`src/rtl/file_mem_ctrl.sv`:
```
// file_mem_ctrl: sequences the initial table load from a file word stream
// (padding with FILL_VALUE after end-of-file), then round-robin arbitrates
// single-port memory reads between two requesters.
module file_mem_ctrl #(
  parameter int ADDR_WIDTH = 4,
  parameter int DATA_WIDTH = 4,
  parameter int ROM_DEPTH  = 16,
  parameter logic [DATA_WIDTH-1:0] FILL_VALUE = DATA_WIDTH'(1)
) (
  input  logic                  clk_i,
  input  logic                  rst_ni,
  input  logic                  src_valid_i,
  input  logic [DATA_WIDTH-1:0] src_data_i,
  input  logic                  src_eof_i,
  output logic                  src_ready_o,
  output logic                  mem_we_o,
  output logic [ADDR_WIDTH-1:0] mem_addr_o,
  output logic [DATA_WIDTH-1:0] mem_wdata_o,
  input  logic [DATA_WIDTH-1:0] mem_rdata_i,
  input  logic [1:0]            req_i,
  input  logic [ADDR_WIDTH-1:0] addr0_i,
  input  logic [ADDR_WIDTH-1:0] addr1_i,
  output logic [1:0]            gnt_o,
  output logic [1:0]            rvalid_o,
  output logic [DATA_WIDTH-1:0] rdata_o,
  output logic                  load_done_o,
  output logic [ADDR_WIDTH:0]   fill_count_o
);

  localparam logic [1:0] ST_LOAD  = 2'd0;
  localparam logic [1:0] ST_FILL  = 2'd1;
  localparam logic [1:0] ST_READY = 2'd2;

  localparam logic [ADDR_WIDTH-1:0] LAST_ADDR = ADDR_WIDTH'(ROM_DEPTH - 1);

  logic [1:0]            state_q, state_d;
  logic [ADDR_WIDTH-1:0] wr_ptr_q, wr_ptr_d;
  logic [ADDR_WIDTH:0]   fill_count_q, fill_count_d;
  logic                  last_gnt_q, last_gnt_d;
  logic [1:0]            rvalid_q;
  logic [DATA_WIDTH-1:0] rdata_q;

  logic                  write;
  logic [DATA_WIDTH-1:0] write_word;
  logic                  src_ready;
  logic [1:0]            gnt;
  logic [ADDR_WIDTH-1:0] read_addr;

  // Load sequencing, fill padding, and read arbitration (all combinational).
  // Strobes are qualified with rst_ni so the memory bus is quiet while reset
  // is held, even if the stream source keeps asserting src_valid.
  always_comb begin
    state_d      = state_q;
    wr_ptr_d     = wr_ptr_q;
    fill_count_d = fill_count_q;
    last_gnt_d   = last_gnt_q;
    write        = 1'b0;
    write_word   = '0;
    src_ready    = 1'b0;
    gnt          = 2'b00;
    read_addr    = '0;
    case (state_q)
      ST_LOAD: begin
        src_ready = ~src_eof_i;
        if (src_eof_i) begin
          // EOF wins over a simultaneous valid word; that word is dropped.
          state_d = ST_FILL;
        end else if (src_valid_i) begin
          write      = 1'b1;
          write_word = src_data_i;
        end
      end
      ST_FILL: begin
        write        = 1'b1;
        write_word   = FILL_VALUE;
        fill_count_d = fill_count_q + (ADDR_WIDTH+1)'(1);
      end
      ST_READY: begin
        // Contention goes to the requester not served last.
        if (req_i == 2'b11) gnt = last_gnt_q ? 2'b01 : 2'b10;
        else                gnt = req_i;
        if (gnt[0]) begin
          read_addr  = addr0_i;
          last_gnt_d = 1'b0;
        end else if (gnt[1]) begin
          read_addr  = addr1_i;
          last_gnt_d = 1'b1;
        end
      end
      default: state_d = ST_LOAD;
    endcase
    // The write to the last address ends the load; the pointer parks there.
    if (write) begin
      if (wr_ptr_q == LAST_ADDR) state_d  = ST_READY;
      else                       wr_ptr_d = wr_ptr_q + ADDR_WIDTH'(1);
    end
  end

  assign src_ready_o  = rst_ni & src_ready;
  assign mem_we_o     = rst_ni & write;
  assign mem_addr_o   = (rst_ni & write) ? wr_ptr_q : read_addr;
  assign mem_wdata_o  = (rst_ni & write) ? write_word : '0;
  assign gnt_o        = gnt;
  assign rvalid_o     = rvalid_q;
  assign rdata_o      = (rvalid_q != 2'b00) ? mem_rdata_i : rdata_q;
  assign load_done_o  = (state_q == ST_READY);
  assign fill_count_o = fill_count_q;

  // Controller state: FSM, write pointer, fill counter, arbiter history.
  always_ff @(posedge clk_i or negedge rst_ni) begin
    if (!rst_ni) begin
      state_q      <= ST_LOAD;
      wr_ptr_q     <= '0;
      fill_count_q <= '0;
      last_gnt_q   <= 1'b1;
    end else begin
      state_q      <= state_d;
      wr_ptr_q     <= wr_ptr_d;
      fill_count_q <= fill_count_d;
      last_gnt_q   <= last_gnt_d;
    end
  end

  // Read return: rvalid one cycle after grant; rdata holds the last word read.
  always_ff @(posedge clk_i or negedge rst_ni) begin
    if (!rst_ni) begin
      rvalid_q <= 2'b00;
      rdata_q  <= '0;
    end else begin
      rvalid_q <= gnt;
      if (rvalid_q != 2'b00) rdata_q <= mem_rdata_i;
    end
  end

endmodule

```
`config.mk`:
```
export PLATFORM = sky130hd
export DESIGN_NAME = file_mem_ctrl
export DESIGN_NICKNAME = d
export VERILOG_FILES = /design/src/rtl/file_mem_ctrl.sv
export SDC_FILE = /design/constraint.sdc
export NUM_CORES = 1
export LEC_CHECK = 0
export BUFFER_PORTS_ARGS = -buffer_cell sky130_fd_sc_hd__buf_2
export CORE_ASPECT_RATIO = 0.8
export CORE_UTILIZATION = 45
export CTS_BUF_LIST = sky130_fd_sc_hd__clkbuf_4
export DETAILED_ROUTE_END_ITERATION = 10
export GPL_TIMING_DRIVEN = 0
export HOLD_SLACK_MARGIN = 0.15
export PLACE_DENSITY = 0.8
export RECOVER_POWER = 25
export SETUP_SLACK_MARGIN = 0.02
export SYNTH_ARGS = -nofsm -noshare
export SYNTH_HDL_FRONTEND = slang
export SYNTH_SLANG_ARGS = --single-unit
```
`constraint.sdc`:
```
create_clock -name clk_i -period 2.1 [get_ports clk_i]
set_clock_uncertainty 0.05 [all_clocks]
set_input_delay 0.105 -clock clk_i [delete_from_list [all_inputs] [get_ports clk_i]]
set_output_delay 0.105 -clock clk_i [all_outputs]
set_load 0.02 [all_outputs]
```
---- Yosys cells after proc, flatten, opt, wreduce, memory -nomap -nowiden ----
Index checks and enable logic that the tools add are counted.
word-level totals
  register bits ........................... 18
  input bits .............................. 22
  output and inout bits ................... 24
  word-level logic and storage cells ...... 45
cells by class
  $add $sub $neg .......................... 2
  equal/unequal tests ..................... 4
  multiplexer cells ....................... 23
  bitwise gates (word level) .............. 4
  reduce and logical (&&, ||, !) cells .... 6
operator list
  kind                 number
  $mux 4               8
  $mux 2               7
  $pmux 4 s2           1
  $add 5x1->5 const B  1
  $mux 1               5
  $add 4x1->4 const B  1
  $eq 2x2->1 const B   2
  $eq 4x4->1 const B   1
  $pmux 2 s2           1
  $reduce_and 2->1     2
  $reduce_bool 2->1    2
  $and 1x1->1          2
  $eq 2x1->1 const B   1
  $logic_not 2->1      1
  $not 1->1            2
  $pmux 1 s2           1
  $reduce_or 2->1      1

---- Depth between registers and ports, before layout ----
Gate-level depths: netlist of run 1.
  depth after elaboration ................. 7
  gate-level depth with buffers ........... 5
  mapped depth without buffers ............ 4

---- Least setup slack after synthesis of run 1 ----
OpenSTA, ideal clock, no wires.
  path type ............................... register -> output
  start ................................... register state_q[0]
  end ..................................... output port mem_addr_o[0]
  arrival ................................. 1302 ps
  required time ........................... 1945 ps
  setup slack ............................. 643 ps
  stages on the path, launching flop included .. 4
  buffers on the path ..................... 1
  cells stage by stage .................... dfrtp_1 > buf_6 > o21a_1 > a221o_1
between the ends
  longest elaborated chain between the ends .. 4
  elaborated cells on any way between the ends .. 7
  those cells by class .................... eq/ne: 2; mux: 3; bitwise: 1; reduce/logical: 1
ends and longest elaborated chain
  item                                                  line  source
  from (decl)                                           36    logic [1:0] state_q, state_d;
  from (signal assigned)                                117   state_q <= state_d;
  $eq 2x1->1 / $logic_not 2->1 (equally long branches)  62    case (state_q)
  $pmux 1 s2 *                                          62
  $and 1x1->1 *                                         --
  named net mem_we_o                                    16    output logic mem_we_o,
  $mux 4 *                                              101   assign mem_addr_o = (rst_ni & write) ? wr_ptr_q : read_addr;
  to (decl)                                             17    output logic [ADDR_WIDTH-1:0] mem_addr_o,
The timed path passes the listed nets; every way through them passes the cells marked *.

---- Worst setup path in the final report of run 1 ----
  start ................................... input port rst_ni
  end ..................................... output port mem_addr_o[3]
between the ends
  longest elaborated chain between the ends .. 2
ends and longest elaborated chain
  item         line  source
  from (decl)  11    input logic rst_ni,
  $and 1x1->1  101
  $mux 4       101
No other way between the ends.

==> impl_metrics.csv, run 1 <==
group,metric,value,unit
yosys,yosysSeqAreaShare,0.488,
power_and_ir_drop,leakagePower,0.000648,uW
yosys,yosysTopAreaCell,"dfrtp_1",
detailed_routing,num_vias,809,
worst_setup_path,crit_family,"buffers and inverters",
worst_setup_path,crit_path_end_kind,"output pin",
yosys,syn_nets,100,
floorplanning,die_area,2240,sq um
sta,fmax,508,MHz
detailed_routing,drt-initial-drc-count,4,
yosys,synth_cell_type_count,33,
clock_tree,htree_num_levels,1,
worst_setup_path,setup.worst_path.class,"in -> out",
worst_setup_path,path_buf_inv,3,
status,run_status,"finished clean",
layout,finish.instance_area,1270,sq um
clock_tree,cts_made_buffers,3,
floorplanning,core,1910,sq um
yosys,synth_edf_count,0,
layout,multi_input_area,447,sq um
place,hpwl,1610,microns
grt,grt_overflow,0,
clock_tree,cts.sinks,18,
layout,regArea,452,sq um
worst_setup_path,cpPeakStageDelay,0.53,ns
yosys,synth_area,926,sq um
yosys,synth-async-reset-ratio,1.00,
power_and_ir_drop,ir_worst_vdd,789,uV
worst_setup_path,cp_cell_sequence,"dlygate4sd3_1 > clkbuf_4 > nor2b_1 > o21a_1 > a221o_1 > buf_2",
yosys,netlist_instances,76,
grt,use_met1,0.236,
place,placed_area,1180,sq um
clock_tree,ctsLongestPathBuffers,2,
layout,areaGrowthSynthToFinish,37.6,%
grt,grt_pass1_vias,800,
worst_setup_path,critPathRequiredTime,1.95,ns
yosys,synth_ff_type,"dfrtp_1",
layout,nFillCells,165,
detailed_routing,ant_nets,0,
layout,n_antenna_cell,0,
grt,grt_pass1_wl,3390,microns
sta,period_needed,1.97,ns
floorplanning,ioPinCount,46,
grt,grt_use_total,0.213,
floorplanning,num_rows,14,
floorplanning,die_w,52.7,microns
detailed_routing,wl,2120,microns
sta,final.setup.tns,0,ns
worst_setup_path,cp_max_fo,19,
floorplanning,die_h,42.6,microns
sta,period_share,0.937,
sta,report.final.slew_viol_count,0,
layout,final_cells,155,
power_and_ir_drop,pwr_density_cell,1440,nW/um^2
yosys,ys_seq_elements,18,
sta,slew_headroom,0.753,
detailed_routing,via_per_inst,5.22,
place,gp_congestion,0.738,
floorplanning,start_util,0.485,
yosys,post-synth-top-area-fraction,0.459,
clock_tree,cts_tree,"yes",
sta,rsz0062_at_grt,"false",
worst_hold_path,hold_path_class,"in -> async",
layout,fin_util,0.667,
clock_tree,clk_pin_slew,0.10,ns
power_and_ir_drop,power.total,1830,uW
detailed_routing,drtPass1Iterations,4,
grt,grt_most_used_layer,"met2",
sta,finalHoldViolCount,0,
clock_tree,clk_latency,0.29,ns
worst_setup_path,start_kind,"input port",
place,dp.cells,145,
layout,drive_gt1_frac,0.496,
yosys,syn_area_per_cell,12.2,sq um
run,drv_cap,0,
grt,grt.met2_usage,0.403,
sta,setup_violations,0,
clock_tree,cts_root_buf,"clkbuf_4",
sta,worstMarginPinSlew,0.370,ns
worst_setup_path,worstPathArrival,1.81,ns
worst_setup_path,cp_slowest_cell,"dlygate4sd3_1",
detailed_routing,routedWlPerCell,13.7,microns
yosys,synth_area_leaders,"dfrtp_1, mux2_2, a221o_1",
place,port_buffers,45,
grt,use_met3,0.0362,
detailed_routing,drc,0,
yosys,yosys_warnings,0,
grt,grt_max_degree,20,
grt,antenna_found_initial,0,
layout,nets,156,
through the flow:
stage          hold WS [ns]  setup WS, ns
3_5_place_dp        0.00751         0.567
4_1_cts               0.188         0.110
5_1_grt               0.198        0.0519
3_3_place_gp        0.00154         0.609
6_report              0.189         0.133
2_1_floorplan        -0.241         0.643
cell usage after synthesis, drive strengths merged (2+ instances only):
| cell type | number |
|---|---|
| mux2 | 8 |
| a221o | 4 |
| xnor2 | 4 |
| nand4 | 2 |
| o211ai | 3 |
| buf | 3 |
| nor2 | 3 |
| nor2b | 4 |
| nand2b | 2 |
| dfrtp | 17 |
| nor3b | 5 |
| ha | 2 |
| o21a | 2 |
| and3 | 5 |
| nand2 | 2 |
cells in the final DEF (no fill, tap or decap), types with 2 or more instances in the layout:
cell / n
buf_2: 45
dfrtp_1: 17
mux2_2: 6
dlygate4sd3_1: 6
and3_1: 5
clkbuf_4: 5
nor3b_1: 4
a221o_1: 4
xnor2_1: 4
nor2_1: 3
nor2b_1: 2
o21a_1: 2
nand2_1: 2
nand2b_1: 2
o211ai_1: 2
nand4_1: 2
ha_1: 2
layout make-up:
cell class,count,share of cell area
inverter,1,0.00295
timing repair buffer,51,0.226
sequential,18,0.355
multi-input combinational,54,0.351
buffer,3,0.0187
clock buffer,4,0.0236
tap,24,0.0236
state kept, by name (all words and copies together) (netlist names):
| register | cells |
|---|---|
| wr_ptr_q | 4 |
| state_q | 2 |
| last_gnt_q | 1 |
| rdata_q | 4 |
| fill_count_o | 5 |
| rvalid_o | 2 |
kinds of logic (layout without fill, tap and decap cells):
kind of cell / count (synthesis) / after routing / synth area share
and+or+nand+nor: 26 / 26 / 0.186
xor gates and xnor gates: 5 / 5 / 0.0473
DFF: 18 / 18 / 0.488
buffers and inverters: 4 / 59 / 0.0297
AOI/OAI and AO/OA: 12 / 12 / 0.109
adders and majority gates: 2 / 2 / 0.0270
muxes: 9 / 9 / 0.112
path summary, 6_finish.rpt:
| path | slack [ns] | endpoint | cells after the start | start |
|---|---|---|---|---|
| min | 0.19 | fill_count_o[1]$_DFFE_PN0N_ | 2 | rst_ni |
| min reg2reg | 0.43 | fill_count_o[4]$_DFFE_PN0N_ | 1 | fill_count_o[4]$_DFFE_PN0N_ |
| max reg2reg | 0.66 | wr_ptr_q[1]$_DFFE_PN0P_ | 4 | wr_ptr_q[0]$_DFFE_PN0P_ |
| min in group clk_i | 0.20 | rvalid_o[1]$_DFF_PN0_ | 3 | req_i[1] |
| max in group asynchronous | 1.55 | last_gnt_q$_DFFE_PN1P_ | 2 | rst_ni |
| max | 0.13 | mem_addr_o[3] | 6 | rst_ni |
per-layer routing:
layer	wire, microns	share of wire	vias up
li1	-	-	390
met1	853	0.40	386
met2	1140	0.54	31
met3	104	0.049	2
met4	18	0.0085	0
met5	0	0	-
where the power goes:
group | internal [uW] | leakage (uW) | switching (uW) | total [uW]
clock | 86.6 | 0.0000184 | 103 | 190
combinational | 467 | 0.000417 | 516 | 982
sequential | 518 | 0.000213 | 141 | 659
timing repair:
action                                 CTS  global route
hold buffers                             6             0
setup buffers                            0             0
endpoints found under the hold margin   23             0
setup endpoints to repair                0             6
resized for setup                        0             1
Power figures use the tool's default switching activity.
==> run 2, diff against run 1 <==
--- a/config.mk
+++ b/config.mk
@@ -20 +20,2 @@
 export SYNTH_SLANG_ARGS = --single-unit
+export TNS_END_PERCENT = 100
==> constraint.sdc (replaced) <==
create_clock -name clk_i -period 2.1 [get_ports clk_i]
set_clock_uncertainty 0.05 [all_clocks]
set_input_delay 0.21 -clock clk_i [delete_from_list [all_inputs] [get_ports clk_i]]
set_output_delay 0.21 -clock clk_i [all_outputs]
set_load 0.02 [all_outputs]
==> run 2 against run 1 <==
Effect of this change: wire length grew 5.1%; clock power is essentially flat; first-iteration DRC count up 25%; total power down 0.90%; die area did not move.
==> impl_metrics.csv, run 2 (same netlist as run 1, synthesis figures left out) <==
group,metric,value,unit
run,drv_cap,0,
floorplanning,die_w,52.7,microns
power_and_ir_drop,p_int,1050,uW
detailed_routing,drc,0,
power_and_ir_drop,seq_power_share,0.362,
clock_tree,ctsLongestPathBuffers,2,
clock_tree,clk_latency,0.29,ns
power_and_ir_drop,switching_share,0.421,
sta,setup_violations,0,
layout,nets,157,
detailed_routing,met1_length,911,microns
sta,fin_ws,0.111,ns
worst_setup_path,cp_max_fo,7,
floorplanning,die_h,42.6,microns
clock_tree,cts.sinks,18,
worst_setup_path,setup.worst_path.class,"reg -> out",
grt,grt_overflow,0,
power_and_ir_drop,leakagePower,0.000624,uW
layout,nFillCells,173,
detailed_routing,num_vias,818,
clock_tree,cts_root_buf,"clkbuf_4",
sta,report.final.slew_viol_count,0,
sta,period_needed,1.99,ns
detailed_routing,via_per_inst,5.24,
worst_setup_path,start_kind,"register",
power_and_ir_drop,clock_power_share,0.104,
layout,layout_common_cells,"buf_2, dfrtp_1, clkbuf_1",
grt,grt_pass1_vias,800,
sta,fmax,503,MHz
place,hpwl,1610,microns
detailed_routing,ant_nets,0,
power_and_ir_drop,p_switching,765,uW
sta,worstMarginPinSlew,0.796,ns
worst_setup_path,worstPathArrival,1.73,ns
worst_setup_path,critPathRequiredTime,1.84,ns
status,run_status,"finished clean",
detailed_routing,top_layer,"met4",
detailed_routing,wl_met2,1170,microns
power_and_ir_drop,share_comb_of_total_power,0.534,
clock_tree,cts_tree,"yes",
grt,antenna_found_initial,0,
clock_tree,htree_num_levels,1,
worst_hold_path,hold_path_class,"in -> reg",
sta,slew_headroom,0.467,
clock_tree,cts_made_buffers,3,
floorplanning,ioPinCount,46,
detailed_routing,wl,2230,microns
layout,drive_gt1_frac,0.439,
detailed_routing,drt-initial-drc-count,5,
floorplanning,num_rows,14,
grt,grt_max_degree,19,
power_and_ir_drop,ir_worst_vdd,785,uV
floorplanning,die_area,2240,sq um
floorplanning,start_util,0.485,
floorplanning,core,1910,sq um
clock_tree,clk_pin_slew,0.10,ns
power_and_ir_drop,power.total,1810,uW
place,post-place-ws,0.443,ns
detailed_routing,routedWlPerCell,14.3,microns
sta,period_share,0.947,
sta,timing.hold.ws,0.188,ns
place,port_buffers,45,
grt,grt_use_total,0.217,
layout,finish.instance_area,1260,sq um
place,placed_area,1180,sq um
sta,rsz0062_at_grt,"true",
place,gp_congestion,0.738,
layout,largest_reg_flops,5,
layout,n_antenna_cell,0,
grt,grt_pass1_wl,3440,microns
worst_setup_path,crit_path_end_kind,"output pin",
layout,final_common_cell,"buf_2",
detailed_routing,drtPass1Iterations,5,
power_and_ir_drop,pwr_density_cell,1440,nW/um^2
detailed_routing,wl_met3,118,microns
layout,areaGrowthSynthToFinish,36.1,%
sta,finalHoldViolCount,0,
==> run 2: final cells by class <==
type	count	area, sq um	area share
Multi-Input combinational cell	54	444	0.353
Inverter	1	3.75	0.00298
Timing Repair Buffer	52	280	0.222
Tap cell	24	30.0	0.0238
Buffer	3	20.0	0.0159
Sequential cell	18	452	0.358
Clock buffer	4	30.0	0.0238
==> run 2: routing by layer <==
metal / global-route usage / vias to the layer above
met2: 0.405 / 33
met4: 0.0632 / 0
li1: - / 392
met3: 0.0362 / 4
met1: 0.245 / 389
met5: 0 / -
==> run 2: critical path, stage by stage, from the launching register on <==
cell and delay (ns):
dfrtp_1 0.46, nor2b_1 0.19, and3_1 0.16, buf_2 0.16, a221o_1 0.31, buf_2 0.17
==> run 2: power by group through the flow <==
stage | clock [uW] | sequential (uW) | combinational (uW)
floorplan | 0 | 697 | 660
global placement | 0 | 651 | 935
detailed placement | 0 | 667 | 975
CTS | 193 | 660 | 989
global route | 210 | 676 | 1050
finish | 188 | 657 | 970
==> run 2: timing repair <==
action,CTS,global route
hold buffers,5,0
resized for setup,0,1
buffers inserted,0,2
endpoints found under the hold margin,22,0
setup endpoints to repair,0,3
==> run 2: final timing paths <==
kind,from,endpoint,slack [ns],cells after the start
setup / recovery,state_q[1]$_DFF_PN0_,mem_addr_o[2],0.11,5
hold / removal,src_eof_i,state_q[0]$_DFF_PN0_,0.19,3
setup reg to reg,wr_ptr_q[0]$_DFFE_PN0P_,wr_ptr_q[1]$_DFFE_PN0P_,0.66,4
hold reg to reg,fill_count_o[4]$_DFFE_PN0N_,fill_count_o[4]$_DFFE_PN0N_,0.44,1
max in group asynchronous,rst_ni,wr_ptr_q[0]$_DFFE_PN0P_,0.95,2
min in group asynchronous,rst_ni,fill_count_o[4]$_DFFE_PN0N_,0.56,2
==> run 2: through the flow <==
step                 util  TNS (ns)  instances
floorplan               -         0         76
global placement    0.619         0        145
detailed placement  0.619         0        145
CTS                 0.661         0        154
global route        0.660  -0.00220        156
finish              0.660         0        156
